File: config.mk
export PLATFORM = sky130hd
export DESIGN_NAME = rr_stream_mux
export DESIGN_NICKNAME = d
export VERILOG_FILES = /design/src/rtl/rr_mux_pkg.sv /design/src/rtl/rr_arbiter.sv /design/src/rtl/rr_stream_mux.sv
export SDC_FILE = /design/constraint.sdc
export NUM_CORES = 1
export LEC_CHECK = 0
export BUFFER_PORTS_ARGS = -buffer_cell sky130_fd_sc_hd__buf_4
export CORE_MARGIN = 8
export CORE_UTILIZATION = 40
export DETAILED_ROUTE_END_ITERATION = 16
export PLACE_DENSITY = 0.78
export SYNTH_ARGS = -nofsm -noshare
export SYNTH_HDL_FRONTEND = slang
export SYNTH_HIERARCHICAL = 1
export SYNTH_SLANG_ARGS = --single-unit
File: constraint.sdc
create_clock -name clk -period 3.75 [get_ports clk]
set_input_delay 0.375 -clock clk [delete_from_list [all_inputs] [get_ports clk]]
set_output_delay 0.375 -clock clk [all_outputs]
set_load 0.1 [all_outputs]
File: src/rtl/rr_mux_pkg.sv
// Shared types and helpers for the arbitrated stream mux family.
// No logic of its own; zero latency.
// No flow control; types only.
package rr_mux_pkg;

  typedef enum logic {
    ARB_RR    = 1'b0,
    ARB_FIXED = 1'b1
  } arb_mode_e;

  typedef enum logic {
    ST_UNLOCKED = 1'b0,
    ST_LOCKED   = 1'b1
  } mux_state_e;

  // Index width for an N-entry select; never narrower than one bit.
  function automatic int sel_width(input int n);
    return (n <= 2) ? 1 : $clog2(n);
  endfunction

endpackage

File: src/rtl/rr_arbiter.sv
// N-way request arbiter: round-robin after a pointer, or lowest index first.
// Purely combinational, zero latency.
// No backpressure of its own; the caller qualifies the grant with its slot state.
module rr_arbiter
  import rr_mux_pkg::*;
#(
  parameter int N = 4,
  localparam int SEL_W = sel_width(N)
) (
  input  logic [N-1:0]     req_i,
  input  logic [SEL_W-1:0] ptr_i,
  input  arb_mode_e        mode_i,
  output logic [N-1:0]     gnt_o,
  output logic [SEL_W-1:0] idx_o
);

  int  cand;
  logic found;

  // First requester wins: scan from index 0, or from ptr_i+1 with wrap for round-robin.
  always_comb begin
    gnt_o = '0;
    idx_o = '0;
    found = 1'b0;
    cand  = 0;
    if (mode_i == ARB_FIXED) begin
      for (int i = 0; i < N; i++) begin
        if (!found && req_i[i]) begin
          found    = 1'b1;
          gnt_o[i] = 1'b1;
          idx_o    = SEL_W'(i);
        end
      end
    end else begin
      for (int k = 1; k <= N; k++) begin
        // The pointer always holds a legal index, so one subtraction wraps it.
        cand = int'(ptr_i) + k;
        if (cand >= N) cand = cand - N;
        if (!found && req_i[cand]) begin
          found       = 1'b1;
          gnt_o[cand] = 1'b1;
          idx_o       = SEL_W'(cand);
        end
      end
    end
  end

endmodule

File: src/rtl/rr_stream_mux.sv
// Arbitrated N:1 valid/ready stream mux with optional packet locking on last.
// One cycle from input transfer to out_valid; one beat per clock at full rate.
// Output register holds while out_ready is low; in_ready only rises when the slot frees.
module rr_stream_mux
  import rr_mux_pkg::*;
#(
  parameter int        WIDTH    = 32,
  parameter int        N        = 4,
  parameter arb_mode_e ARB_MODE = ARB_RR,
  parameter bit        PKT_LOCK = 1'b1,
  localparam int       SEL_W    = sel_width(N)
) (
  input  logic                      clk,
  input  logic                      rst,
  input  logic [N-1:0]              in_valid,
  input  logic [N-1:0][WIDTH-1:0]   in_data,
  input  logic [N-1:0]              in_last,
  output logic [N-1:0]              in_ready,
  output logic                      out_valid,
  output logic [WIDTH-1:0]          out_data,
  output logic                      out_last,
  output logic [SEL_W-1:0]          out_sel,
  input  logic                      out_ready,
  output logic                      locked
);

  mux_state_e       state_q, state_d;
  logic [SEL_W-1:0] lock_ch_q, lock_ch_d;
  logic [SEL_W-1:0] ptr_q, ptr_d;
  logic             out_valid_q, out_valid_d;
  logic [WIDTH-1:0] out_data_q, out_data_d;
  logic             out_last_q, out_last_d;
  logic [SEL_W-1:0] out_sel_q, out_sel_d;

  logic             slot_free;
  logic [N-1:0]     lock_mask;
  logic [N-1:0]     arb_req;
  logic [N-1:0]     gnt;
  logic [SEL_W-1:0] gnt_idx;
  logic             xfer;
  logic             beat_last;

  // While a packet is in flight only the owning channel may compete.
  always_comb begin
    lock_mask            = '0;
    lock_mask[lock_ch_q] = 1'b1;
    arb_req              = (state_q == ST_LOCKED) ? (in_valid & lock_mask) : in_valid;
  end

  rr_arbiter #(
    .N(N)
  ) u_arb (
    .req_i  (arb_req),
    .ptr_i  (ptr_q),
    .mode_i (ARB_MODE),
    .gnt_o  (gnt),
    .idx_o  (gnt_idx)
  );

  // Handshake: accept only when the output slot is free; nothing is accepted during reset.
  always_comb begin
    slot_free = !out_valid_q || out_ready;
    in_ready  = (slot_free && !rst) ? gnt : '0;
    xfer      = |(in_valid & in_ready);
    beat_last = in_last[gnt_idx];
  end

  // Next-state: output stage load, pointer advance and packet lock tracking.
  always_comb begin
    state_d     = state_q;
    lock_ch_d   = lock_ch_q;
    ptr_d       = ptr_q;
    out_valid_d = out_valid_q;
    out_data_d  = out_data_q;
    out_last_d  = out_last_q;
    out_sel_d   = out_sel_q;

    if (slot_free) begin
      out_valid_d = xfer;
      if (xfer) begin
        out_data_d = in_data[gnt_idx];
        out_last_d = beat_last;
        out_sel_d  = gnt_idx;
      end
    end

    if (xfer) begin
      // In the locked state gnt_idx is the locked channel, so this covers both cases.
      ptr_d = gnt_idx;
      case (state_q)
        ST_UNLOCKED: begin
          if (PKT_LOCK && !beat_last) begin
            state_d   = ST_LOCKED;
            lock_ch_d = gnt_idx;
          end
        end
        ST_LOCKED: begin
          if (beat_last) state_d = ST_UNLOCKED;
        end
        default: state_d = ST_UNLOCKED;
      endcase
    end
  end

  // State registers; reset parks the pointer on N-1 so channel 0 is served first.
  always_ff @(posedge clk or posedge rst) begin
    if (rst) begin
      state_q     <= ST_UNLOCKED;
      lock_ch_q   <= '0;
      ptr_q       <= SEL_W'(N - 1);
      out_valid_q <= 1'b0;
      out_data_q  <= '0;
      out_last_q  <= 1'b0;
      out_sel_q   <= '0;
    end else begin
      state_q     <= state_d;
      lock_ch_q   <= lock_ch_d;
      ptr_q       <= ptr_d;
      out_valid_q <= out_valid_d;
      out_data_q  <= out_data_d;
      out_last_q  <= out_last_d;
      out_sel_q   <= out_sel_d;
    end
  end

  assign out_valid = out_valid_q;
  assign out_data  = out_data_q;
  assign out_last  = out_last_q;
  assign out_sel   = out_sel_q;
  assign locked    = (state_q == ST_LOCKED);

endmodule

Word level (Yosys, flattened, before mapping)
Cells that the tools add are included.

Logic and storage cells: 99. Bits of input ports: 139. Register bits: 41.

Add/subtract/negate cells: 8. Bitwise operators: 7. Reductions and logical operators: 18. Mux-type cells: 44. Order comparisons: 15.

Operator list (count): $mux W32 (5); $ge A32 B1 Y1 const B (4); $ge A32 B4 Y1 const B (4); $lt A32 B4 Y1 const B (4); $sub A32 B4 Y32 const B (4); $bmux W32 S2 (1); $mux W4 (6); $mux W1 (18); $or A4 B4 Y4 (3); $bmux W1 S2 (5); $demux W1 S2 (5); $logic_and A1 B1 Y1 (9); $and A4 B4 Y4 (2); $mux W2 (4); $add A2 B2 Y3 const B (2); $lt A2 B3 Y1 const B (2); $logic_not A1 Y1 (5); $add A2 B3 Y4 const B (1); $reduce_or A4 Y1 (1); $add A2 B1 Y3 const B (1); $reduce_and A3 Y1 (1); $ge A2 B1 Y1 const B (1); $not A1 Y1 (2); $reduce_and A2 Y1 (1); $logic_or A1 B1 Y1 (1).

Depth between registers and ports, before layout
Word-level depth: 23. Gate-level depth with buffers: 13.

Modules after synthesis
The synthesis kept the hierarchy.

Modules (own cells, without submodules): rr_stream_mux (cells each 149, instances 1, area each 2441.1 um2); rr_arbiter (cells each 66, instances 1, area each 573.0 um2).

Worst setup path after synthesis
No wires, ideal clock.

Kind: flip-flop to flip-flop. From: register state_q (netlist: locked). To: register out_data_q[22] (netlist: out_data[22]). Cell stages (with the launch flop): 11. Buffers on the path: 2. Data arrival time: 3911 ps. Slack: -287 ps. Cells stage by stage: dfrtp_1 -> a21boi_0 -> mux4_2 -> nor2b_1 -> nor2_1 -> or4_1 -> nand3_1 -> buf_6 -> buf_2 -> mux4_2 -> mux2_2.

RTL lines: start, declared (line rr_stream_mux.sv:27) `mux_state_e state_q, state_d;`; start signal, assigned (line rr_stream_mux.sv:116) `state_q <= state_d;`; $mux W4 (*) (line rr_stream_mux.sv:47) `arb_req = (state_q == ST_LOCKED) ? (in_valid & lock_mask) : in_valid;`; named net arb_req[1] (line rr_stream_mux.sv:37) `logic [N-1:0] arb_req;`; $bmux W1 S2 (line rr_arbiter.sv:39) `if (!found && req_i[cand]) begin`; $mux W1 (implied by the code) (2 in a row) (line rr_arbiter.sv:39); $mux W1 (line rr_arbiter.sv:39); $logic_not A1 Y1 (line rr_arbiter.sv:39); $logic_and A1 B1 Y1 (line rr_arbiter.sv:39); $mux W1 (line rr_arbiter.sv:39); $logic_not A1 Y1 (line rr_arbiter.sv:39); $logic_and A1 B1 Y1 (line rr_arbiter.sv:39); $mux W1 (line rr_arbiter.sv:39); $logic_not A1 Y1 (line rr_arbiter.sv:39); $logic_and A1 B1 Y1 (line rr_arbiter.sv:39); $mux W2 (*) (line rr_arbiter.sv:39); named net gnt_idx[0] (line rr_stream_mux.sv:39) `logic [SEL_W-1:0] gnt_idx;`; $bmux W32 S2 (*) (line rr_stream_mux.sv:81) `out_data_d = in_data[gnt_idx];`; $mux W32 (implied by the code) (*) (line rr_stream_mux.sv:81); end signal, assigned (line rr_stream_mux.sv:120) `out_data_q <= out_data_d;`; end, declared (line rr_stream_mux.sv:31) `logic [WIDTH-1:0] out_data_q, out_data_d;`.

The timed path passes the listed nets; every way through them passes the cells marked *. The select of a mux whose other input is x is not followed. A chain may end at the register's enable or synchronous reset.

Final worst setup path
From: register ptr_q[0]. To: register lock_ch_q[1].

Word-level cells in the longest chain between the ends: 20.

RTL lines: start, declared (line rr_stream_mux.sv:29) `logic [SEL_W-1:0] ptr_q, ptr_d;`; start signal, assigned (line rr_stream_mux.sv:110) `ptr_q <= SEL_W'(N - 1);`; start signal, assigned (line rr_stream_mux.sv:118) `ptr_q <= ptr_d;`; $add A2 B1 Y3 (line rr_arbiter.sv:37) `cand = int'(ptr_i) + k;`; $sub A32 B4 Y32 / $ge A32 B4 Y1 (equally long branches) (line rr_arbiter.sv:38) `if (cand >= N) cand = cand - N;`; $mux W32 (line rr_arbiter.sv:38); $bmux W1 S2 (line rr_arbiter.sv:39); $mux W1 (implied by the code) (2 in a row) (line rr_arbiter.sv:39); $mux W1 (line rr_arbiter.sv:39); $logic_not A1 Y1 (line rr_arbiter.sv:39); $logic_and A1 B1 Y1 (line rr_arbiter.sv:39); (+4 left out); $logic_not A1 Y1 (line rr_arbiter.sv:39); $logic_and A1 B1 Y1 (line rr_arbiter.sv:39); $mux W2 (*) (line rr_arbiter.sv:39); named net gnt_idx[0] (line rr_stream_mux.sv:39); $bmux W1 S2 (*) (line rr_stream_mux.sv:65) `beat_last = in_last[gnt_idx];`; $mux W1 (implied by the code) (*) (line rr_stream_mux.sv:65); $not A1 Y1 (no source line) (*); $reduce_and A3 Y1 (no source line) (*); end signal, assigned (line rr_stream_mux.sv:117) `lock_ch_q <= lock_ch_d;`; end, declared (line rr_stream_mux.sv:28) `logic [SEL_W-1:0] lock_ch_q, lock_ch_d;`.

Marks and branches as above.

==> metrics.txt <==
outcome complete, no violations; vias in the first global route about 3.1k; CTS tree done; Critical Path Sink Type flop; slew at the pin closest to its max-slew limit 0.8791 ns; area grow syn2layout 54.96%; ant diodes 0; WL per Instance 19.32 um; Final nets approximately 550; starting density of the core between 40% and 50%; top_reg_cell synth dfrtp_1; Die W between 100 and 150 um; commonest cells in the netlist dfrtp_1, mux4_2, mux2_2; fin crit share 92.57%; max-slew violations 0; WP data arrival 3.65 ns; hpwl dp a little over 8 mm; gr ovfl total 0; PostCTS Resize Cnt 0; max_cap viols 0; vias after detailed routing 2639; drt initial violations 75; # DRC 0; ANT nets after route 0; syn_nets around 360; Die Footprint between 0.01 and 0.015 mm^2; cells along the critical path inv_1, ha_1, mux4_2, nor2b_1, nor2_1, or4_1, nand3_2, mux4_2, nor2_2, nand2_2, mux2_4; sequential-to-total area share from yosys stat between 30 and 40%; startpoint class of the critical path flop; Setup violations, final 0; cell with the most instances after synthesis dfrtp_1; critical path's slowest cell mux4_2; TNS Setup 0 ns; Critical Path RT ~3.9 ns; min-delay worst type in -> async; CORE AREA between 0.007 and 0.008 mm^2; Skew-Pair Late Insertion Delay 0.29 ns; YS warnings 6; Post-synth ARST share 100.0%; top cell type by total area after synthesis dfrtp_1; largest net degree at the start of global routing 42; Most common cell on crit path mux4_2; Crit path max-delay family multiplexers; Clock Skews 0.006289 ns; post-synth cell types 44; row cnt 31; Crit Path Max Fanout 5; Filler cells between 600 and 700; Final Critical Period between 3 and 4 ns; CP Class reg -> reg; WL final between 9 and 10 mm; DIE HEIGHT slightly above 100 um; initial antenna violation count 0; Post-synth EDFFs 0; CTS Sinks 41; crit path buf inv count 1; layout cells sized above 1 between 70 and 80%; TritonRoute pass-1 iters 4; Post-Syn Area ~0.0030 mm^2; Post-CTS Hold Fix Bufs 0; Num CTS Buffers 5; Cells after Synth about 220; Post CTS Setup Buffer Count 0; htree depth 2; unrepaired setup endpoints after global routing no; area share of the largest cell type after synthesis between 30% and 40%; clk root buf clkbuf_8; Fin. Hold Viols 0; port buffer count around 180; Post-Place Setup Slack around 0.32 ns; first-pass GRT wire length approximately 15 mm; Slew Limit Headroom 41.31%; top area cells in the synthesized netlist dfrtp_1, mux4_2, mux2_2; gr usage total roughly a fifth; Max stage delay on crit path roughly 0.57 ns; Peak Freq between 200 and 300 MHz; vias per cell between 5 and 6; fin util between 60% and 70%; Longest Clk Path Bufs 2; Synth Register Bits 41; Worst-path clk slew 0.08 ns; gp weighted congestion slightly below 0.9; Final WS setup roughly 0.28 ns; Boundary Pins 180; syn avg cell area ~14 um^2
-- metrics by stage --
step | hold WS (ns) | instances | cell area, um^2
after floorplan | 0.5351 | 215 | 3015
after detailed placement | 0.4849 | 493 | 4551
after global routing | 0.3588 | 501 | 4671
final | 0.2913 | 501 | 4671
after global placement | 0.4712 | 493 | 4551
after CTS | 0.3277 | 501 | 4671
-- area by class of cell --
type | instances | area, um^2 | area share, %
flip-flops and latches | 41 | 1030 | 22.05
clock buffers | 6 | 82.58 | 1.768
clock inverters | 2 | 37.54 | 0.8036
multi-input cells | 155 | 1897 | 40.61
repair buffers | 195 | 1489 | 31.88
well taps | 99 | 123.9 | 2.652
inverters | 3 | 11.26 | 0.2411
-- state kept, by name, summed over array words and instances (netlist names) --
name,cells
lock_ch_q,2
locked,1
out_data,32
out_last,1
out_sel,2
out_valid,1
ptr_q,2
-- final timing paths --
path	from	to	slack [ns]	depth (start not counted)
worst min-delay path	rst	out_data[25]	0.29	2
worst max register to register	ptr_q[0]	lock_ch_q[1]	0.28	11
worst min register to register	out_sel[0]	out_sel[0]	0.50	1
min in group clk	out_sel[0]	out_sel[0]	0.50	1
max in group asynchronous	rst	locked	2.84	2
worst max-delay path	ptr_q[0]	lock_ch_q[1]	0.28	11
-- kinds of logic (layout without fill, tap and decap cells) --
logic type,after synthesis,after routing,share of synthesized area [%]
multiplexers,80,80,43.88
flip-flops,41,41,34.12
AND/OR/NAND/NOR,40,40,8.178
AO/OA/AOI/OAI,26,26,6.891
buffers and inverters,19,206,3.487
adder cells (fa/ha/maj),8,8,3.321
other,1,1,0.1244
-- worst register-to-register path, delay by kind of cell, from the launching register on --
kind / cells / cell delay (ns)
fa+ha+maj: 1 / 0.37
simple gates: 6 / 1.13
mux: 3 / 1.25
buf+inv: 1 / 0.08
flops: 1 / 0.53
-- layout by cell type (no fill, tap or decap), types with 3 or more instances in the layout --
master / n
nand2_1: 3
a22oi_1: 3
nor3_1: 4
nor2b_1: 9
mux2_1: 3
clkbuf_8: 6
a21oi_1: 6
buf_4: 193
mux4_2: 37
a21boi_0: 3
a221o_1: 3
ha_1: 8
o21ai_0: 3
nor2_1: 6
dfrtp_1: 38
mux2_2: 36
and2_1: 5
a221oi_1: 3
-- metal layers --
metal	track usage (%)	vias up	part of all wire (%)
met2	33.87	112	55
met1	19.63	1302	34
met5	0	-	0
met4	5.117	0	1.1
li1	-	1217	-
met3	9.183	8	11
Power is not shown: default switching activity piles up to over one toggle a cycle in this logic, so the estimate is an artifact.
